$ cat src/rtl/vga_example.sv
// vga_example: 640x480@60 Hz VGA demo core for a TinyTapeout tile.
// Generates sync timing from a 25.175 MHz pixel clock and drives a TinyVGA
// PMOD (2 bits per colour) with either an animated test pattern or a solid
// colour taken from ui_in.
//
// Ports:
//   clk      in   pixel clock
//   rst_n    in   asynchronous active-low reset
//   ena      in   tile enable (ignored)
//   ui_in    in   [0] pause frame counter, [1] mode (0 pattern, 1 solid),
//                 [7:6] solid R, [5:4] solid G, [3:2] solid B
//   uio_in   in   unused
//   uo_out   out  {hsync, B0, G0, R0, vsync, B1, G1, R1}, registered
//   uio_out  out  constant 0
//   uio_oe   out  constant 0 (all bidirectional pins are inputs)

module vga_example (
    input  logic       clk,
    input  logic       rst_n,
    input  logic       ena,
    input  logic [7:0] ui_in,
    input  logic [7:0] uio_in,
    output logic [7:0] uo_out,
    output logic [7:0] uio_out,
    output logic [7:0] uio_oe
);

    localparam logic [9:0] H_LAST       = 10'd799;
    localparam logic [9:0] H_VISIBLE    = 10'd640;
    localparam logic [9:0] H_SYNC_START = 10'd656;
    localparam logic [9:0] H_SYNC_END   = 10'd751;
    localparam logic [9:0] V_LAST       = 10'd524;
    localparam logic [9:0] V_VISIBLE    = 10'd480;
    localparam logic [9:0] V_SYNC_START = 10'd490;
    localparam logic [9:0] V_SYNC_END   = 10'd491;

    logic [9:0] x;
    logic [9:0] y;
    logic [9:0] f;

    logic       hsync;
    logic       vsync;
    logic       visible;
    logic [9:0] xs;
    logic [1:0] r;
    logic [1:0] g;
    logic [1:0] b;
    logic [7:0] pixel;

    // ena and uio_in are deliberately ignored.
    logic unused_inputs;
    assign unused_inputs = &{1'b0, ena, uio_in};

    assign uio_out = 8'h00;
    assign uio_oe  = 8'h00;

    assign hsync   = !((x >= H_SYNC_START) && (x <= H_SYNC_END));
    assign vsync   = !((y >= V_SYNC_START) && (y <= V_SYNC_END));
    assign visible = (x < H_VISIBLE) && (y < V_VISIBLE);

    // Horizontal scroll: the pattern slides left by one pixel per frame.
    assign xs = x + f;

    always_comb begin
        r = 2'b00;
        g = 2'b00;
        b = 2'b00;
        if (visible) begin
            if (ui_in[1]) begin
                r = ui_in[7:6];
                g = ui_in[5:4];
                b = ui_in[3:2];
            end else begin
                r = xs[7:6];
                g = y[7:6];
                b = (xs[5] ^ y[5]) ? 2'b11 : 2'b00;
            end
        end
    end

    // TinyVGA PMOD pin order: MSBs with vsync on the low nibble,
    // LSBs with hsync on the high nibble.
    assign pixel = {hsync, b[0], g[0], r[0], vsync, b[1], g[1], r[1]};

    always_ff @(posedge clk or negedge rst_n) begin
        if (!rst_n) begin
            x      <= 10'd0;
            y      <= 10'd0;
            f      <= 10'd0;
            uo_out <= 8'h88;
        end else begin
            // Output is one cycle behind the counters; sync and colour
            // come from the same pixel so they stay aligned.
            uo_out <= pixel;
            if (x == H_LAST) begin
                x <= 10'd0;
                if (y == V_LAST) begin
                    y <= 10'd0;
                    if (!ui_in[0]) begin
                        f <= f + 10'd1;
                    end
                end else begin
                    y <= y + 10'd1;
                end
            end else begin
                x <= x + 10'd1;
            end
        end
    end

endmodule

$ cat config.mk
export PLATFORM = sky130hd
export DESIGN_NAME = vga_example
export DESIGN_NICKNAME = d
export VERILOG_FILES = /design/src/rtl/vga_example.sv
export SDC_FILE = /design/constraint.sdc
export NUM_CORES = 1
export LEC_CHECK = 0
export ABC_AREA = 1
export BUFFER_PORTS_ARGS = -buffer_cell sky130_fd_sc_hd__buf_2
export CORE_MARGIN = 2
export CORE_UTILIZATION = 60
export DETAILED_ROUTE_END_ITERATION = 8
export GPL_TIMING_DRIVEN = 1
export PLACE_DENSITY_LB_ADDON = 0.1
export RECOVER_POWER = 25
export SLEW_MARGIN = 20
export SYNTH_ARGS = -nofsm -noshare
export SYNTH_HDL_FRONTEND = slang
export SYNTH_SLANG_ARGS = --single-unit
$ cat constraint.sdc
create_clock -name clk -period 3.95 [get_ports clk]
set_input_delay 0.395 -clock clk [delete_from_list [all_inputs] [get_ports clk]]
set_output_delay 0.395 -clock clk [all_outputs]
set_load 0.005 [all_outputs]
==> results.yml <==
sta:
  finalHoldViolations: 0
  setup_viol: 0
  min_period_ps: 1699
  finalCritPeriodShare_pct: 43.03
  slew_viol_final: 37
  rsz0062_at_grt: "false"
  worst_pin_slew_ps: 1870
  max_clock_freq_mhz: 588.4
  slew_headroom_pct: -24.66
  tns_ps: 0
  fin_ws_ps: 2251
  fin_worst_skew_ps: 4.240
clock_network:
  cts_resized: 0
  clk_latency_ps: 280
  cts_tree: "done"
  clock_path_buffers: 2
  numCtsBuffers: 5
  cts_root_buf: "clkbuf_8"
  clk_pin_slew_ps: 70
  hold_buffers: 0
  cts_sinks: 36
  post_cts_buffers: 0
  htreeDepth: 2
die:
  dieArea_um2: 4364
  ios: 43
  fp.dieW_um: 66.06
  fp.dieH_um: 66.06
  start_util_pct: 62.65
  core-area_um2: 3689
  num_rows: 22
drt:
  wl_per_cell_um: 11.42
  via_per_inst: 5.003
  drt-initial-drc-count: 116
  post-route-drc-count: 0
  via_count: 1846
  wirelength_mm: 4.214
  ant_nets: 0
  dr.pass1.iters: 4
place:
  pre_cts_slack_ps: 2253
  gp_congestion: 0.8712
  dpl.hpwl_mm: 3.135
  io_buffers: 17
layout:
  drive_gt1_share_pct: 11.84
  area_growth_pct: 6.551
  final_cell_mix: "nand2_1, inv_1, nor2_1, dfrtp_1"
  mostFrequentLayoutCell: "nand2_1"
  diodes: 0
  n_fill_cell: 343
  fin_nets: 351
grt:
  grt_pass1_vias: 1820
  grt_pass1_wl_mm: 7.659
  antenna_found_initial: 0
  grtUsageTotal_pct: 22.97
  grt_max_degree: 37
  grt.overflow.total: 0
yosys:
  synth-edff-count: 0
  seq_area_frac_synth_pct: 39.09
  yosysWarningCount: 0
  synth_area_um2: 2311
  yosysUniqueCellTypes: 33
  syn-instance-count: 299
  syn_area_per_cell_um2: 7.729
  yosysTopAreaCell: "dfrtp_1"
  synth_flop_cell: "dfrtp_1"
  yosysTopAreaCellShare_pct: 36.82
  synth_area_leaders: "dfrtp_1, nand2_1, ha_1, inv_1, nor2_1"
  synthArstFlopShare_pct: 100.0
  ys_ff_latch: 36
setup_path:
  path_class: "input pin to asynchronous set/reset pin"
  critPathMaxFanout: 36
  worstSetupStartpointType: "input pin"
  crit_path_top_delay_cell: "clkbuf_1"
  worstPathArrival_ps: 1730
  critical_path_buf_inv_count: 1
  cp_cell_sequence: "clkbuf_1"
  crit_family: "buffers and inverters"
  crit_path_end_kind: "asynchronous set/reset pin"
  required_ps: 3990
  max_stage_delay_ps: 1310
run:
  cap_violations: 1
run_status:
  status: "finished with violations"
  violations: "max-capacitance violations, max-slew violations"
pwr:
  ir_drop_mv: 0.1902
  p_per_area_nw_per_um2: 270.2
  power.leakage_nw: 1.305
worst_hold_path:
  min_path_type: "input pin to flop"
-- synth_stat cells (all sizes together), types with 7 or more instances --
master,instances
ha,12
inv,42
xor2,9
dfrtp,34
nand2,78
nand3,16
nand4,7
xnor2,7
a21oi,7
buf,18
o21ai,14
nor2,39
-- final cells by class --
type | count | area (µm²) | share of cell area [%]
Timing Repair Buffer | 17 | 83.83 | 3.404
Clock buffer | 8 | 90.09 | 3.659
Multi-Input combinational cell | 217 | 1159 | 47.05
Tap cell | 48 | 60.06 | 2.439
Inverter | 43 | 166.4 | 6.758
Sequential cell | 36 | 903.4 | 36.69
-- flip-flops by register name, indices dropped and copies added (netlist names) --
register,count
f,8
uo_out,8
x,10
y,10
-- metal layers --
metal  part of all wire [%]  GRT usage, %
met1                     46         28.70
met2                     48         38.64
met3                    4.6         6.133
met4                   0.59         7.398
met5                      0             0
-- final timing paths --
path	startpoint	endpoint	slack, ps	cells past startpoint
worst max-delay path	rst_n	x[9]	2250	1
worst min-delay path	ui_in[5]	uo_out[1]	350	3
worst max register to register	x[0]	f[3]	2250	9
worst min register to register	x[9]	x[9]	520	1
max in group clk	x[0]	f[3]	2250	9
min in group asynchronous	rst_n	f[6]	610	1
-- kinds of logic (layout without fill, tap and decap cells) --
logic type | after synthesis | after routing | share of synthesized area (%)
buffers and inverters | 61 | 68 | 13.21
adder cells (fa/ha/maj) | 12 | 12 | 6.497
flip-flops | 36 | 36 | 39.09
other | 1 | 16 | 0.1623
XOR/XNOR | 16 | 16 | 6.064
AND/OR/NAND/NOR | 146 | 146 | 28.15
AO/OA/AOI/OAI | 27 | 27 | 6.822
-- through the flow --
step / hold slack, ps / utilization [%] / cell area [µm²] / total power [mW] / instances
3_5_place_dp: 508.7 / 64.35 / 2374 / 0.4048 / 361
3_3_place_gp: 501.3 / 64.35 / 2374 / 0.4043 / 361
5_1_grt: 351.8 / 66.76 / 2462 / 0.6962 / 369
2_1_floorplan: 99.41 / - / 2367 / 0.3999 / 314
6_report: 354.2 / 66.76 / 2462 / 0.6653 / 369
4_1_cts: 213.1 / 66.79 / 2464 / 0.6775 / 369
-- power by group --
group	total [mW]	internal [mW]	switching (mW)
registers	0.373	0.372	0.000677
clock network	0.268	0.142	0.126
logic	0.0243	0.00736	0.0170
No activity file was read; power rests on OpenSTA's default activity.
